<file path="src/rtl/riscv_pkg.sv">
// riscv_pkg
//   Shared definitions for the decode and execute stages of the RV32 pipeline:
//   opcode constants, ALU control codes, result-source codes, immediate
//   formats, the decoded control bundle and the ID/EX pipeline register
//   layout, plus two small decode helpers.
package riscv_pkg;

   localparam int XLEN  = 32;
   localparam int NREGS = 32;

   // Major opcodes (instruction bits [6:0])
   localparam logic [6:0] OP_R      = 7'b0110011;
   localparam logic [6:0] OP_I_ALU  = 7'b0010011;
   localparam logic [6:0] OP_LOAD   = 7'b0000011;
   localparam logic [6:0] OP_STORE  = 7'b0100011;
   localparam logic [6:0] OP_BRANCH = 7'b1100011;
   localparam logic [6:0] OP_JAL    = 7'b1101111;
   localparam logic [6:0] OP_JALR   = 7'b1100111;
   localparam logic [6:0] OP_LUI    = 7'b0110111;
   localparam logic [6:0] OP_AUIPC  = 7'b0010111;

   typedef enum logic [3:0] {
      ALU_ADD  = 4'b0000,
      ALU_SUB  = 4'b0001,
      ALU_AND  = 4'b0010,
      ALU_OR   = 4'b0011,
      ALU_XOR  = 4'b0100,
      ALU_SLT  = 4'b0101,
      ALU_SLTU = 4'b0110,
      ALU_SLL  = 4'b0111,
      ALU_SRL  = 4'b1000,
      ALU_SRA  = 4'b1001
   } alu_ctrl_e;

   typedef enum logic [1:0] {
      RES_ALU = 2'b00,
      RES_MEM = 2'b01,
      RES_PC1 = 2'b10
   } result_src_e;

   typedef enum logic [2:0] {
      IMM_I,
      IMM_S,
      IMM_B,
      IMM_J,
      IMM_U
   } imm_type_e;

   // Flush sequencing: one extra bubble is owed after a taken branch/jump.
   typedef enum logic {
      FL_RUN,
      FL_SQUASH
   } flush_state_e;

   typedef struct packed {
      logic        reg_write;
      logic        mem_write;
      logic        branch;
      logic        jump;
      logic        alu_src;
      result_src_e result_src;
      alu_ctrl_e   alu_control;
      imm_type_e   imm_type;
   } ctrl_t;

   // All-zero controls; also what an unknown opcode decodes to.
   localparam ctrl_t CTRL_BUBBLE = '{
      reg_write:   1'b0,
      mem_write:   1'b0,
      branch:      1'b0,
      jump:        1'b0,
      alu_src:     1'b0,
      result_src:  RES_ALU,
      alu_control: ALU_ADD,
      imm_type:    IMM_I
   };

   typedef struct packed {
      logic [XLEN-1:0] rd1;
      logic [XLEN-1:0] rd2;
      logic [XLEN-1:0] imm;
      logic [XLEN-1:0] pc;
      logic [4:0]      rs1;
      logic [4:0]      rs2;
      logic [4:0]      rd;
      logic            reg_write;
      logic            mem_write;
      logic            branch;
      logic            jump;
      logic            alu_src;
      result_src_e     result_src;
      alu_ctrl_e       alu_control;
      logic [2:0]      funct3;
   } id_ex_t;

   // Sign-extended immediate for the given format. Takes ir[31:7]; the
   // opcode bits never contribute to an immediate.
   function automatic logic [XLEN-1:0] gen_imm(input logic [31:7] ir,
                                               input imm_type_e   t);
      logic [XLEN-1:0] imm;
      case (t)
         IMM_S:   imm = {{20{ir[31]}}, ir[31:25], ir[11:7]};
         IMM_B:   imm = {{19{ir[31]}}, ir[31], ir[7], ir[30:25], ir[11:8], 1'b0};
         IMM_J:   imm = {{11{ir[31]}}, ir[31], ir[19:12], ir[20], ir[30:21], 1'b0};
         IMM_U:   imm = {ir[31:12], 12'b0};
         default: imm = {{20{ir[31]}}, ir[31:20]};
      endcase
      return imm;
   endfunction

   // ALU operation from funct3/funct7[5]. funct7[5] means SUB only for
   // register-register ops; for shifts-right it selects arithmetic in both
   // the R and I forms (SRA/SRAI).
   function automatic alu_ctrl_e alu_decode(input logic [2:0] funct3,
                                            input logic       funct7_b5,
                                            input logic       is_r);
      alu_ctrl_e op;
      case (funct3)
         3'b000:  op = (is_r && funct7_b5) ? ALU_SUB : ALU_ADD;
         3'b001:  op = ALU_SLL;
         3'b010:  op = ALU_SLT;
         3'b011:  op = ALU_SLTU;
         3'b100:  op = ALU_XOR;
         3'b101:  op = funct7_b5 ? ALU_SRA : ALU_SRL;
         3'b110:  op = ALU_OR;
         default: op = ALU_AND;
      endcase
      return op;
   endfunction

endpackage

</file>
<file path="src/rtl/register_file.sv">
// register_file
//   32 x 32-bit integer register file.
//   clk, rst      : clock, asynchronous active-high reset (clears all entries)
//   ra1, ra2      : asynchronous read addresses
//   rd1, rd2      : read data; x0 always reads 0
//   we, wa, wd    : synchronous write port; writes to x0 are dropped
//   A read whose address matches an enabled, non-x0 write in the same cycle
//   returns the write data (write-through), so decode sees writeback results
//   without an extra forwarding stage.
module register_file
   import riscv_pkg::*;
(
   input  logic            clk,
   input  logic            rst,
   input  logic [4:0]      ra1,
   input  logic [4:0]      ra2,
   output logic [XLEN-1:0] rd1,
   output logic [XLEN-1:0] rd2,
   input  logic            we,
   input  logic [4:0]      wa,
   input  logic [XLEN-1:0] wd
);

   logic [XLEN-1:0] regs [NREGS];
   logic            wr_active;

   assign wr_active = we && (wa != 5'd0);

   always_ff @(posedge clk or posedge rst) begin
      if (rst) begin
         for (int i = 0; i < NREGS; i++) begin
            regs[i] <= '0;
         end
      end else if (wr_active) begin
         regs[wa] <= wd;
      end
   end

   always_comb begin
      rd1 = regs[ra1];
      if (ra1 == 5'd0) begin
         rd1 = '0;
      end else if (wr_active && (wa == ra1)) begin
         rd1 = wd;
      end
   end

   always_comb begin
      rd2 = regs[ra2];
      if (ra2 == 5'd0) begin
         rd2 = '0;
      end else if (wr_active && (wa == ra2)) begin
         rd2 = wd;
      end
   end

endmodule

</file>
<file path="src/rtl/instruction_decode.sv">
// instruction_decode
//   RV32 decode stage with the ID/EX pipeline register.
//   clk, rst            : clock, asynchronous active-high reset
//   IF_ID_IR, IF_ID_PC  : instruction and its word-addressed PC from fetch
//   PCSrcE              : taken branch/jump in execute; flushes wrong path
//   RegWriteW/RdW/ResultW : writeback port into the register file
//   ID_EX_*             : registered operands, immediate, indices, controls
//   Every ID_EX output comes straight from a flop; the stage has one cycle
//   of latency and no stall input.
//   Flush: a taken PCSrcE leaves two wrong-path instructions behind it (the
//   one in decode now and the one in fetch). The edge with PCSrcE=1 loads a
//   bubble and enters FL_SQUASH; the next edge loads a second bubble and
//   returns to FL_RUN unless PCSrcE is asserted again.
module instruction_decode
   import riscv_pkg::*;
(
   input  logic            clk,
   input  logic            rst,
   input  logic [31:0]     IF_ID_IR,
   input  logic [31:0]     IF_ID_PC,
   input  logic            PCSrcE,
   input  logic            RegWriteW,
   input  logic [4:0]      RdW,
   input  logic [31:0]     ResultW,
   output logic [31:0]     ID_EX_RD1,
   output logic [31:0]     ID_EX_RD2,
   output logic [31:0]     ID_EX_Imm,
   output logic [31:0]     ID_EX_PC,
   output logic [4:0]      ID_EX_Rs1,
   output logic [4:0]      ID_EX_Rs2,
   output logic [4:0]      ID_EX_Rd,
   output logic            ID_EX_RegWrite,
   output logic            ID_EX_MemWrite,
   output logic            ID_EX_Branch,
   output logic            ID_EX_Jump,
   output logic            ID_EX_ALUSrc,
   output logic [1:0]      ID_EX_ResultSrc,
   output logic [3:0]      ID_EX_ALUControl,
   output logic [2:0]      ID_EX_funct3
);

   logic [6:0]   opcode;
   logic [2:0]   funct3;
   logic         funct7_b5;
   logic [4:0]   rs1;
   logic [4:0]   rs2;
   logic [4:0]   rd;
   logic [31:0]  rf_rd1;
   logic [31:0]  rf_rd2;
   ctrl_t        ctrl;
   id_ex_t       id_ex_d;
   id_ex_t       id_ex_q;
   flush_state_e flush_state;

   assign opcode    = IF_ID_IR[6:0];
   assign rd        = IF_ID_IR[11:7];
   assign funct3    = IF_ID_IR[14:12];
   assign rs1       = IF_ID_IR[19:15];
   assign rs2       = IF_ID_IR[24:20];
   assign funct7_b5 = IF_ID_IR[30];

   register_file u_register_file (
      .clk (clk),
      .rst (rst),
      .ra1 (rs1),
      .ra2 (rs2),
      .rd1 (rf_rd1),
      .rd2 (rf_rd2),
      .we  (RegWriteW),
      .wa  (RdW),
      .wd  (ResultW)
   );

   // Main control decode. Unknown opcodes keep CTRL_BUBBLE so nothing
   // downstream writes state, while the data fields are still captured.
   always_comb begin
      ctrl = CTRL_BUBBLE;
      case (opcode)
         OP_R: begin
            ctrl.reg_write   = 1'b1;
            ctrl.alu_control = alu_decode(funct3, funct7_b5, 1'b1);
         end
         OP_I_ALU: begin
            ctrl.reg_write   = 1'b1;
            ctrl.alu_src     = 1'b1;
            ctrl.alu_control = alu_decode(funct3, funct7_b5, 1'b0);
         end
         OP_LOAD: begin
            ctrl.reg_write   = 1'b1;
            ctrl.alu_src     = 1'b1;
            ctrl.result_src  = RES_MEM;
         end
         OP_STORE: begin
            ctrl.mem_write   = 1'b1;
            ctrl.alu_src     = 1'b1;
            ctrl.imm_type    = IMM_S;
         end
         OP_BRANCH: begin
            ctrl.branch      = 1'b1;
            ctrl.alu_control = ALU_SUB;
            ctrl.imm_type    = IMM_B;
         end
         OP_JAL: begin
            ctrl.jump        = 1'b1;
            ctrl.reg_write   = 1'b1;
            ctrl.result_src  = RES_PC1;
            ctrl.imm_type    = IMM_J;
         end
         OP_JALR: begin
            // Target is rs1 + imm, so the ALU takes the immediate.
            ctrl.jump        = 1'b1;
            ctrl.reg_write   = 1'b1;
            ctrl.alu_src     = 1'b1;
            ctrl.result_src  = RES_PC1;
         end
         OP_LUI, OP_AUIPC: begin
            ctrl.reg_write   = 1'b1;
            ctrl.alu_src     = 1'b1;
            ctrl.imm_type    = IMM_U;
         end
         default: ;
      endcase
   end

   always_comb begin
      id_ex_d             = '0;
      id_ex_d.rd1         = rf_rd1;
      id_ex_d.rd2         = rf_rd2;
      id_ex_d.imm         = gen_imm(IF_ID_IR[31:7], ctrl.imm_type);
      id_ex_d.pc          = IF_ID_PC;
      id_ex_d.rs1         = rs1;
      id_ex_d.rs2         = rs2;
      id_ex_d.rd          = rd;
      id_ex_d.reg_write   = ctrl.reg_write;
      id_ex_d.mem_write   = ctrl.mem_write;
      id_ex_d.branch      = ctrl.branch;
      id_ex_d.jump        = ctrl.jump;
      id_ex_d.alu_src     = ctrl.alu_src;
      id_ex_d.result_src  = ctrl.result_src;
      id_ex_d.alu_control = ctrl.alu_control;
      id_ex_d.funct3      = funct3;
   end

   // Pipeline register and flush sequencer.
   always_ff @(posedge clk or posedge rst) begin
      if (rst) begin
         id_ex_q     <= '0;
         flush_state <= FL_RUN;
      end else if (PCSrcE) begin
         id_ex_q     <= '0;
         flush_state <= FL_SQUASH;
      end else if (flush_state == FL_SQUASH) begin
         id_ex_q     <= '0;
         flush_state <= FL_RUN;
      end else begin
         id_ex_q     <= id_ex_d;
      end
   end

   assign ID_EX_RD1        = id_ex_q.rd1;
   assign ID_EX_RD2        = id_ex_q.rd2;
   assign ID_EX_Imm        = id_ex_q.imm;
   assign ID_EX_PC         = id_ex_q.pc;
   assign ID_EX_Rs1        = id_ex_q.rs1;
   assign ID_EX_Rs2        = id_ex_q.rs2;
   assign ID_EX_Rd         = id_ex_q.rd;
   assign ID_EX_RegWrite   = id_ex_q.reg_write;
   assign ID_EX_MemWrite   = id_ex_q.mem_write;
   assign ID_EX_Branch     = id_ex_q.branch;
   assign ID_EX_Jump       = id_ex_q.jump;
   assign ID_EX_ALUSrc     = id_ex_q.alu_src;
   assign ID_EX_ResultSrc  = id_ex_q.result_src;
   assign ID_EX_ALUControl = id_ex_q.alu_control;
   assign ID_EX_funct3     = id_ex_q.funct3;

endmodule

</file>
<file path="config.mk">
export PLATFORM = sky130hd
export DESIGN_NAME = instruction_decode
export DESIGN_NICKNAME = d
export VERILOG_FILES = /design/src/rtl/riscv_pkg.sv /design/src/rtl/register_file.sv /design/src/rtl/instruction_decode.sv
export SDC_FILE = /design/constraint.sdc
export NUM_CORES = 2
export LEC_CHECK = 0
export ABC_AREA = 1
export CORE_MARGIN = 8
export CORE_UTILIZATION = 35
export CTS_BUF_LIST = sky130_fd_sc_hd__clkbuf_8
export CTS_CLUSTER_DIAMETER = 50
export DETAILED_ROUTE_END_ITERATION = 10
export HOLD_SLACK_MARGIN = 0.12
export SLEW_MARGIN = 20
export SYNTH_ARGS = -nofsm -noshare
export SYNTH_HDL_FRONTEND = slang
export SYNTH_SLANG_ARGS = --single-unit
</file>
<file path="constraint.sdc">
create_clock -name clk -period 121.9 [get_ports clk]
set_clock_uncertainty 0.2 [all_clocks]
set_input_delay 18.285 -clock clk [delete_from_list [all_inputs] [get_ports clk]]
set_output_delay 18.285 -clock clk [all_outputs]
set_load 0.02 [all_outputs]
</file>
==> out/qor.yml <==
die:
  die_w_um: 447.3
  start_util: 0.3515
  rows: 158
  io_pins: 262
  coreArea_um2: 185200
  die_area_um2: 200100
  die-height_um: 447.3
critical_path:
  cp_top_family: "buffers and inverters"
  reg2regPathDepth: 6
  reg2reg_from: "flush_state"
  r2r-end: "ID_EX_RD1[29]"
  cp_common_cell: "nand3_1"
  max_stage_delay_ns: 0.94
  r2r_setup_slack_ns: 119.39
  cp_data_required_time_ns: 122.50
  worstSetupEndpointType: "register"
  cp.arrival_ns: 22.85
  path_max_fanout: 161
  crit_cells: 12
  critPathLaunchType: "primary input"
  path_cells: "buf_8 > inv_8 > buf_12 > buf_4 > buf_4 > o21ai_0 > nand2_1 > nand3_1 > nand3_1 > nand3_1 > nand2_1 > a21oi_1"
  cp_slowest_cell: "buf_4"
  worstSetupPathType: "primary input to register"
  crit_buf_inv: 5
cts:
  ctsLongestPathBuffers: 3
  cts.clk_slew.worst_paths_ns: 0.06
  ctsResizeCount: 0
  insertion_delay_ns: 0.98
  cts_setup_buffers: 0
  ctsHoldBuffers: 0
  cts_sinks: 1181
  cts_tree: "yes"
  numCtsBuffers: 203
  h-tree-depth: 4
  cts.root.buffer_cell: "clkbuf_8"
global_route:
  track_usage: 0.2463
  grt_pass1_vias: 60620
  antenna_found_initial: 14
  overflow: 0
  grt_pass1_wl_mm: 380.6
  grt_max_degree: 170
synth:
  synth_edf_count: 0
  yosys.area.top_type: "dfrtp_1"
  async_reset_ff_frac: 1.000
  synth_cell_types: 37
  synth.cell_area_um2: 65120
  syn-instance-count: 9345
  synth_area_per_cell_um2: 6.968
  yosys_most_used_dff: "dfrtp_1"
  syn-num-nets: 9450
  yosys_register_bits: 1181
  synthTopCellsByArea: "dfrtp_1 45%, nand2_1 18%, nand3_1 11%"
  yosysSeqAreaShare: 0.4539
  ys_warn_count: 0
  synth_top_area_share: 0.4539
hold_path:
  hold_path.class: "register to register"
  min_path_cells: 0
  whs_endpoint: "u_register_file.regs[996]"
  min_from: "u_register_file.regs[996]"
layout:
  layout_common_cells: "3,131 x nand2_1, 1,428 x nand3_1, 1,181 x dfrtp_1"
  layout_commonest_cell: "nand2_1"
  finalInstanceArea_um2: 72870
  stdcell_count: 11790
  final_nets: 9232
  syn_to_final_growth_pct: 11.91
  nFillCells: 19300
  drive_gt1_frac: 0.05744
place:
  gp_congestion: 0.8699
  placed_cells: 11400
  io_buffers: 261
  place_ws_ns: 98.59
  hpwlAfterDp_mm: 138.5
  placed_area_um2: 68370
sta:
  final-setup-viol-count: 0
  fmax_mhz: 44.95
  slew_violations: 0
  max-slew-margin-rel: 0.07640
  fin_crit_ns: 22.25
  fin_setup_tns_ns: 0
  fin_ws_ns: 99.65
  period_share: 0.1825
  rsz0062_at_grt: "false"
  tightest_slew_ns: 1.385
  finalHoldViolations: 0
power_and_ir_drop:
  p_sw_mw: 0.3670
  pwr-share-clk: 0.355
  peakVddDrop_mv: 0.01277
  combPwrFrac: 0.204
  totalPowerFinal_mw: 1.119
  seqPwrFrac: 0.441
  swShare: 0.3279
  p_int_mw: 0.7521
  powerDensity_nw_per_um2: 15.36
  p_leak_nw: 36.26
drt:
  vias_per_cell: 5.385
  num_vias: 63470
  dr.first_iter.drc_count: 7444
  drcViolationCount: 0
  firstDrtPassIters: 6
  wl_mm: 254.3
  detail-route-antenna-nets: 0
  wl_per_cell_um: 21.57
flow_run:
  drv_cap: 0
run_status:
  status: "complete, no violations"
## cells in the mapped netlist (5+ instances only)
master	number
a22o_1	5
inv_1	970
a21oi_1	90
o21ai_0	986
buf_4	12
nand3_1	1428
o21bai_1	31
o211ai_1	164
nor2_1	337
dfrtp_1	1181
o21ai_1	134
nor3_2	9
buf_1	38
nor3_1	12
nand2_2	12
inv_2	9
buf_2	296
clkbuf_1	416
nand2_1	3151
or2_2	17
buf_6	14
## cell type report
class	instances	area, µm²	area share
antenna	10	25.02	0.0003434
clock buffer	263	3620	0.04967
clock inverter	112	855.8	0.01174
inverter	984	3752	0.05149
multi-input combinational	6401	28530	0.3915
sequential	1181	29550	0.4056
tap	2480	3103	0.04258
timing repair buffer	356	3432	0.04710
## sequential cells by signal (all words and copies together), names as in the netlist
| signal | cells |
|---|---|
| ID_EX_Imm | 32 |
| ID_EX_Rs2 | 5 |
| u_register_file.regs | 1024 |
| ID_EX_PC | 32 |
| ID_EX_funct3 | 3 |
| ID_EX_ALUSrc | 1 |
| ID_EX_RD2 | 32 |
| ID_EX_Jump | 1 |
| ID_EX_Branch | 1 |
| flush_state | 1 |
| ID_EX_ResultSrc | 1 |
| ID_EX_Rs1 | 5 |
| ID_EX_Rd | 5 |
| ID_EX_ALUControl | 4 |
| ID_EX_RegWrite | 1 |
| ID_EX_MemWrite | 1 |
| ID_EX_RD1 | 32 |
## kinds of logic after synthesis
kind of cell	Yosys count	share of synthesized area
AND/OR/NAND/NOR	4980	0.3186
AO/OA/AOI/OAI	1413	0.1166
buffers and inverters	1763	0.1098
XOR/XNOR	8	0.001076
flip-flops	1181	0.4539
## power by group through the flow
stage	clock network [mW]	logic (mW)	registers [mW]
after CTS	0.404	0.227	0.492
after detailed placement	0	0.226	0.498
after global placement	0	0.220	0.497
after global routing	0.420	0.262	0.500
final	0.397	0.228	0.493
after floorplan	0	0.166	0.494
## stage by stage
| stage | hold slack (ns) | utilization |
|---|---|---|
| 2_1_floorplan | 0.2290 | - |
| 3_3_place_gp | 0.1646 | 0.3691 |
| 5_1_grt | 0.1843 | 0.3934 |
| 6_report | 0.1737 | 0.3934 |
| 4_1_cts | 0.1783 | 0.3932 |
| 3_5_place_dp | 0.1656 | 0.3691 |
## routing by layer
metal	wire length (µm)	global-route usage	share of wire	vias up
met5	0	0	0	-
met4	15210	0.1385	0.060	0
met3	23120	0.04497	0.091	749
met2	113100	0.3940	0.44	3297
met1	102800	0.3148	0.40	30230
li1	-	-	-	29200
## how the worst max path moves through the flow
stage                 startpoint                         to
finish              IF_ID_IR[15]               ID_EX_RD1[0]
global route                 rst  u_register_file.regs[258]
CTS                          rst  u_register_file.regs[489]
detailed placement           rst  u_register_file.regs[258]
global placement             rst  u_register_file.regs[258]
floorplan                    rst        ID_EX_ALUControl[0]
## worst reg2reg max path, cell delays in order (launching register included)
cell,delay (ns)
dfrtp_1,0.36
nor2_1,0.16
buf_4,0.26
nand2_2,0.30
buf_4,0.42
o21bai_1,0.26
a21oi_1,0.39
No activity file was read; power rests on OpenSTA's default activity.
